**src/rtl/i2c_pkg.sv**
```systemverilog
// Shared definitions for the I2C target register file.
//   i2c_state_e : target protocol FSM states
//   I2C_ACK/NACK: SDA level of the ninth (acknowledge) bit
//   ptr_width() : register-pointer width for a given register count
package i2c_pkg;

   typedef enum logic [3:0] {
      ST_IDLE,
      ST_ADDR,
      ST_ADDR_ACK,
      ST_PTR,
      ST_PTR_ACK,
      ST_WR,
      ST_WR_ACK,
      ST_RD,
      ST_RD_ACK,
      ST_IGNORE
   } i2c_state_e;

   localparam logic I2C_ACK  = 1'b0;
   localparam logic I2C_NACK = 1'b1;

   function automatic int ptr_width(input int num_regs);
      return (num_regs > 2) ? $clog2(num_regs) : 1;
   endfunction

endpackage

```
**src/rtl/i2c_in_filter.sv**
```systemverilog
// 2-FF synchronizer followed by a glitch filter for one I2C line.
//   clk, rst_n : clock, synchronous active-low reset
//   din        : raw pin value
//   level      : filtered level (idles high, like the bus)
//   rise, fall : one-cycle pulses coincident with a filtered level change
// A new level is accepted only after FILTER_LEN consecutive synchronized
// samples that differ from the current filtered level.
module i2c_in_filter #(
   parameter int FILTER_LEN = 3
) (
   input  logic clk,
   input  logic rst_n,
   input  logic din,
   output logic level,
   output logic rise,
   output logic fall
);

   localparam int CW = (FILTER_LEN > 2) ? $clog2(FILTER_LEN) : 1;

   logic [1:0]    sync_q;
   logic [CW-1:0] cnt;

   always_ff @(posedge clk) begin
      if (!rst_n) begin
         sync_q <= 2'b11;
         level  <= 1'b1;
         cnt    <= '0;
         rise   <= 1'b0;
         fall   <= 1'b0;
      end else begin
         sync_q <= {sync_q[0], din};
         rise   <= 1'b0;
         fall   <= 1'b0;
         if (sync_q[1] == level) begin
            cnt <= '0;
         end else if (cnt == CW'(FILTER_LEN - 1)) begin
            // this is the FILTER_LEN-th differing sample in a row
            level <= sync_q[1];
            cnt   <= '0;
            rise  <= sync_q[1];
            fall  <= !sync_q[1];
         end else begin
            cnt <= cnt + 1'b1;
         end
      end
   end

endmodule

```
**src/rtl/i2c_target_regfile.sv**
```systemverilog
// I2C target with an auto-incrementing byte register file.
//   clk, rst_n          : clock (>= 20x SCL), synchronous active-low reset
//   i2c_scl_*/i2c_sda_* : split open-drain pins; only SDA is ever driven
//   regs                : flattened register file, reg k at [8k+7:8k]
//   wr_stb/addr/data    : one-cycle notification of each accepted data byte
//   busy                : addressed transaction in progress (until STOP)
// Protocol: S, {DEV_ADDR,0}, ptr, data... P   writes from ptr upward
//           S, {DEV_ADDR,1}, data... (NACK) P  reads from ptr upward
module i2c_target_regfile
   import i2c_pkg::*;
#(
   parameter logic [6:0] DEV_ADDR   = 7'h50,
   parameter int         NUM_REGS   = 16,
   parameter int         FILTER_LEN = 3
) (
   input  logic                             clk,
   input  logic                             rst_n,
   input  logic                             i2c_scl_i,
   output logic                             i2c_scl_o,
   output logic                             i2c_scl_t,
   input  logic                             i2c_sda_i,
   output logic                             i2c_sda_o,
   output logic                             i2c_sda_t,
   output logic [NUM_REGS*8-1:0]            regs,
   output logic                             wr_stb,
   output logic [ptr_width(NUM_REGS)-1:0]   wr_addr,
   output logic [7:0]                       wr_data,
   output logic                             busy
);

   localparam int PW = ptr_width(NUM_REGS);

   logic scl, scl_rise, scl_fall;
   logic sda, sda_rise, sda_fall;

   i2c_in_filter #(.FILTER_LEN(FILTER_LEN)) u_scl_filt (
      .clk(clk), .rst_n(rst_n), .din(i2c_scl_i),
      .level(scl), .rise(scl_rise), .fall(scl_fall)
   );

   i2c_in_filter #(.FILTER_LEN(FILTER_LEN)) u_sda_filt (
      .clk(clk), .rst_n(rst_n), .din(i2c_sda_i),
      .level(sda), .rise(sda_rise), .fall(sda_fall)
   );

   i2c_state_e                 state, state_n;
   logic [NUM_REGS-1:0][7:0]   reg_q;
   logic [PW-1:0]              ptr;
   logic [6:0]                 sh;        // rx: bits seen so far; tx: bits still to send
   logic [2:0]                 bit_cnt;
   logic                       ack_phase; // ack states: bit 9 in progress; RD_ACK: master ACKed
   logic                       rw;
   logic                       sda_t_q;
   logic                       busy_q;

   logic       start_c, stop_c, byte_done, ack_end, addr_hit, load_rd;
   logic [7:0] rx_byte;

   assign start_c   = sda_fall && scl;
   assign stop_c    = sda_rise && scl;
   assign byte_done = scl_rise && (bit_cnt == 3'd7);
   assign ack_end   = scl_fall && ack_phase;
   assign rx_byte   = {sh, sda};
   assign addr_hit  = (sh == DEV_ADDR);
   // a read byte is loaded on the fall that ends an ACK leading into RD
   assign load_rd   = ack_end && ((state == ST_ADDR_ACK && rw) || state == ST_RD_ACK);

   assign i2c_scl_o = 1'b0;
   assign i2c_scl_t = 1'b1;
   assign i2c_sda_o = 1'b0;
   assign i2c_sda_t = sda_t_q;
   assign busy      = busy_q;
   assign regs      = reg_q;

   always_comb begin
      state_n = state;
      if (start_c) begin
         state_n = ST_ADDR;
      end else if (stop_c) begin
         state_n = ST_IDLE;
      end else begin
         case (state)
            ST_ADDR:     if (byte_done) state_n = addr_hit ? ST_ADDR_ACK : ST_IGNORE;
            ST_PTR:      if (byte_done) state_n = ST_PTR_ACK;
            ST_WR:       if (byte_done) state_n = ST_WR_ACK;
            ST_ADDR_ACK: if (ack_end) state_n = rw ? ST_RD : ST_PTR;
            ST_PTR_ACK,
            ST_WR_ACK:   if (ack_end) state_n = ST_WR;
            ST_RD:       if (scl_fall && bit_cnt == 3'd7) state_n = ST_RD_ACK;
            ST_RD_ACK: begin
               if (scl_rise && sda == I2C_NACK) state_n = ST_IGNORE;
               else if (ack_end)                state_n = ST_RD;
            end
            default: ;
         endcase
      end
   end

   always_ff @(posedge clk) begin
      if (!rst_n) begin
         state     <= ST_IDLE;
         reg_q     <= '0;
         ptr       <= '0;
         sh        <= '0;
         bit_cnt   <= '0;
         ack_phase <= 1'b0;
         rw        <= 1'b0;
         sda_t_q   <= 1'b1;
         busy_q    <= 1'b0;
         wr_stb    <= 1'b0;
         wr_addr   <= '0;
         wr_data   <= '0;
      end else begin
         state  <= state_n;
         wr_stb <= 1'b0;
         if (start_c || stop_c) begin
            // any bus condition abandons the byte in flight
            bit_cnt   <= '0;
            ack_phase <= 1'b0;
            sda_t_q   <= 1'b1;
            if (stop_c) busy_q <= 1'b0;
         end else begin
            case (state)
               ST_ADDR, ST_PTR, ST_WR: begin
                  if (scl_rise) begin
                     sh      <= rx_byte[6:0];
                     bit_cnt <= bit_cnt + 3'd1;
                  end
                  if (byte_done) begin
                     ack_phase <= 1'b0;
                     if (state == ST_ADDR) begin
                        rw <= sda;
                        if (addr_hit) busy_q <= 1'b1;
                     end else if (state == ST_PTR) begin
                        ptr <= rx_byte[PW-1:0];
                     end else begin
                        reg_q[ptr] <= rx_byte;
                        wr_stb     <= 1'b1;
                        wr_addr    <= ptr;
                        wr_data    <= rx_byte;
                        ptr        <= ptr + 1'b1;
                     end
                  end
               end
               ST_ADDR_ACK, ST_PTR_ACK, ST_WR_ACK: begin
                  // first fall ends bit 8 -> pull low; second ends bit 9 -> release
                  if (scl_fall) begin
                     sda_t_q   <= ack_phase ? 1'b1 : I2C_ACK;
                     ack_phase <= !ack_phase;
                     bit_cnt   <= '0;
                  end
               end
               ST_RD: begin
                  if (scl_fall) begin
                     if (bit_cnt == 3'd7) begin
                        sda_t_q   <= 1'b1;
                        ptr       <= ptr + 1'b1;
                        bit_cnt   <= '0;
                        ack_phase <= 1'b0;
                     end else begin
                        sda_t_q <= sh[6];
                        sh      <= {sh[5:0], 1'b0};
                        bit_cnt <= bit_cnt + 3'd1;
                     end
                  end
               end
               ST_RD_ACK: begin
                  if (scl_rise && sda == I2C_ACK) ack_phase <= 1'b1;
                  if (ack_end) ack_phase <= 1'b0;
               end
               default: sda_t_q <= 1'b1;
            endcase
            if (load_rd) begin
               sda_t_q <= reg_q[ptr][7];
               sh      <= reg_q[ptr][6:0];
               bit_cnt <= '0;
            end
         end
      end
   end

endmodule

```
**config.mk**
```make
export PLATFORM = sky130hd
export DESIGN_NAME = i2c_target_regfile
export DESIGN_NICKNAME = d
export VERILOG_FILES = /design/src/rtl/i2c_pkg.sv /design/src/rtl/i2c_in_filter.sv /design/src/rtl/i2c_target_regfile.sv
export SDC_FILE = /design/constraint.sdc
export NUM_CORES = 1
export LEC_CHECK = 0
export BUFFER_PORTS_ARGS = -buffer_cell sky130_fd_sc_hd__buf_2
export CORE_MARGIN = 4
export CORE_UTILIZATION = 45
export DETAILED_ROUTE_END_ITERATION = 8
export PLACE_DENSITY_LB_ADDON = 0.08
export REMOVE_ABC_BUFFERS = 1
export SYNTH_ARGS = -nofsm -noshare
export SYNTH_HDL_FRONTEND = slang
export SYNTH_SLANG_ARGS = --single-unit
```
**constraint.sdc**
```tcl
create_clock -name clk -period 5.49 [get_ports clk]
set_input_delay 0.549 -clock clk [delete_from_list [all_inputs] [get_ports clk]]
set_output_delay 0.549 -clock clk [all_outputs]
set_load 0.005 [all_outputs]
```
==> qor_table.md <==
| Item | This run | Unit |
|:---|:---|:---|
| Mean routed wirelength per cell | 19.6 | um |
| Number of antenna violations at the first check in global routing | 0 | - |
| Layout cell share with drive strength beyond 1 | 0.245 | - |
| DRC violation count after routing | 0 | - |
| Clk Tree Root Cell | clkbuf_16 | - |
| Max Buffers Root-to-Sink | 2 | - |
| Top cell family by delay on the critical path | simple AND/OR/NAND/NOR gates | - |
| Post-layout power | 2.45 | mW |
| Post-DR vias/cell | 5.41 | - |
| Antenna viol nets, final | 0 | - |
| Cell-by-cell listing of the critical path | and3b_2 > and3_4 > and3_1 > mux2i_1 > nor2b_1 | - |
| Number of standard cells after synthesis | 836 | - |
| First-pass GRT wire length | 37200 | um |
| Total wirelength of the detailed-routed design | 23500 | um |
| Synth Cell Area | 8660 | um^2 |
| Flops & latches, synth | 177 | - |
| Buffer count from post-CTS setup fixing | 0 | - |
| Run status | finished, final reports clean | - |
| Violation count after the first detailed-routing iteration | 452 | - |
| Final antenna diode count | 0 | - |
| Met3 layer usage reported by global route | 0.0438 | - |
| Register-to-Register Path Depth | 5 | - |
| Max-capacitance violation count | 0 | - |
| Endpoint class of the critical path | register | - |
| Final HPWL from detailed placement | 15700 | um |
| Power density relative to cell area | 250 | nW/um^2 |
| Buffer and inverter count on the worst path | 0 | - |
| Met1 demand-to-capacity share in global routing | 0.296 | - |
| Most used DFF post-synth | dfxtp_1 | - |
| Number of nets in the final layout | 933 | - |
| Clock transition at path regs | 0.07 | ns |
| Cts hold-fix bufs | 0 | - |
| CTS sink count | 177 | - |
| GRT overflow | 0 | - |
| Post-synth top area share | 0.409 | - |
| Overall die width | 147 | um |
| Top achievable clock speed | 386 | MHz |
| Cell count of the worst hold path | 2 | - |
| Count of standard-cell rows | 50 | - |
| Clock tree from TritonCTS | yes | - |
| Final Hold Violating Endpoints | 0 | - |
| Share of synthesized flip-flops with an asynchronous set or reset | 0 | - |
| Kind of launch point of the worst setup path | register | - |
| Capturing point of the worst reg2reg path | regs[69] | - |
| Synth Warn # | 0 | - |
| Number of synthesized flops with an enable pin | 0 | - |
| Clock tree skew after final layout | 0.0112 | ns |
| Top-Level Pins | 150 | - |
| Cts bufs inserted | 17 | - |
| Largest net degree at the start of global routing | 91 | - |
| Sum of negative setup slack | 0 | ns |
| Die Footprint | 21500 | um^2 |
| Min Clock Period, post-route | 2.59 | ns |
| Ratio of final minimum period to clock period | 0.472 | - |
| Number of vias in the routed layout | 6459 | - |
| Setup repair after global routing missed its margin | no | - |
| Leakage power summed over all cells | 3.55 | nW |
| Worst setup endpoint | regs[69] | - |
| CP max FO | 29 | - |
| GRT busiest layer | met2 | - |
| Chip height | 147 | um |
| Fill count | 1730 | - |
| Finish-stage setup viols | 0 | - |
| Min-Delay Path Class | in2reg | - |
| Number of port buffers | 146 | - |
| RD Place Congestion | 0.864 | - |
| Largest area contributor in the synthesized netlist | dfxtp_1 | - |
| Largest vdd supply drop | 209 | uV |
| Beginning of the worst register-to-register path | state[0] | - |
| Commonest non-fill, non-tap cell in the layout | dfxtp_1 | - |
| Number of global-route vias before repair | 6412 | - |
| Sequential area share after synthesis | 0.409 | - |
| Top library cells by usage in the layout, fill and taps aside | dfxtp_1 (175), buf_2 (145), mux2i_1 (139), nor2b_1 (133), nand2_1 (47) | - |
| Post-synthesis average cell area | 10.4 | um^2 |
| Category of the most critical setup path | reg2reg | - |
| GR Util met2 | 0.354 | - |
| Pre-antenna DRT Iters | 6 | - |
| Distinct cell type count of the synthesized netlist | 66 | - |
| Least-Margin Pin Slew | 1.15 | ns |
| H-Tree Depth | 4 | - |
| Total routing resource utilization after global routing | 0.218 | - |
| Worst rel slew slack | 0.230 | - |
| Initial standard-cell utilization of the core | 0.460 | - |
| Layout overhead on the synthesized area | 12.9 | % |
| Critical-path top delay cell | dfxtp_1 | - |
| Clock Latency Late Sink | 0.43 | ns |
| Resized cells post-CTS | 0 | - |
| Critical Path Stages | 5 | - |
| Signal arrival time at the worst endpoint | 2.91 | ns |
| Reg2reg setup slack | 2.90 | ns |
| Max-slew violation count | 0 | - |
| Critical path required time | 5.81 | ns |
| Start point of the critical path | state[0] | - |
| Synth top area cells | dfxtp_1 (41%), mux2i_1 (16%), nor2b_1 (9.6%), mux4_2 (7.3%), nand2_1 (2.0%) | - |
| Core Region | 18800 | um^2 |
| Delay of the slowest critical-path stage | 0.74 | ns |
-- worst min path at each step --
stage	to	slack, ns	start
6_report	u_scl_filt.sync_q[0]	0.31	i2c_scl_i
4_1_cts	u_scl_filt.sync_q[0]	0.29	i2c_scl_i
3_3_place_gp	u_sda_filt.sync_q[1]	0.39	u_sda_filt.sync_q[0]
5_1_grt	u_scl_filt.sync_q[0]	0.30	i2c_scl_i
3_5_place_dp	u_sda_filt.sync_q[1]	0.40	u_sda_filt.sync_q[0]
2_1_floorplan	u_scl_filt.sync_q[1]	0.39	u_scl_filt.sync_q[0]
-- per-layer routing --
metal,up-vias,wire length [um],part of all wire
li1,3092,-,-
met1,3155,10800,0.46
met2,182,11200,0.48
met3,30,1140,0.049
met4,0,331,0.014
met5,-,0,0
-- sequential cells by signal, indices dropped and copies added, names as in the netlist, 2 cells and up --
signal             count
regs                 128
wr_data                8
sh                     7
ptr                    4
state                  4
wr_addr                4
bit_cnt                3
u_scl_filt.cnt         2
u_scl_filt.sync_q      2
u_sda_filt.cnt         2
u_sda_filt.sync_q      2
-- Yosys cell counts (15+ instances only) --
cell type / instances
a21boi_0: 16
a21oi_1: 28
a22oi_1: 15
and3_1: 18
buf_2: 19
buf_4: 21
clkbuf_1: 33
dfxtp_1: 177
mux2i_1: 139
mux4_2: 28
nand2_1: 47
nor2_1: 16
nor2b_1: 133
-- logic make-up (layout without fill, tap and decap cells) --
family | count (synthesis) | after routing | share of synthesized area
flip-flops | 177 | 177 | 0.409
AND/OR/NAND/NOR | 268 | 268 | 0.182
adder cells (fa/ha/maj) | 8 | 8 | 0.0116
other | 2 | 3 | 0.000867
buffers and inverters | 95 | 192 | 0.0652
AO/OA/AOI/OAI | 115 | 115 | 0.0936
multiplexers | 169 | 169 | 0.236
XOR/XNOR | 2 | 2 | 0.00202
-- through the flow --
step	setup WS [ns]	hold slack (ns)	util	cell area, um^2	cells
after floorplan	2.89	0.386	-	8130	749
after detailed placement	2.92	0.399	0.491	9240	1162
after CTS	2.91	0.289	0.519	9780	1194
after global placement	2.98	0.389	0.491	9240	1162
after global routing	2.73	0.302	0.519	9780	1194
final	2.90	0.307	0.519	9780	1194
-- power by group --
part,leakage (nW),switching [mW],internal (mW),total [mW]
clock network,0.260,0.517,0.606,1.12
logic,1.87,0.0189,0.0173,0.0362
registers,1.43,0.00103,1.29,1.29
-- final cells by class --
class,instances,area (um^2),share of cell area
clock buffer,21,460,0.0471
sequential,177,3550,0.362
inverter,7,26.3,0.00269
clock inverter,11,81.3,0.00831
multi-input combinational,565,4560,0.466
tap,260,325,0.0333
timing repair buffer,153,786,0.0803
(Power assumes the default switching activity.)
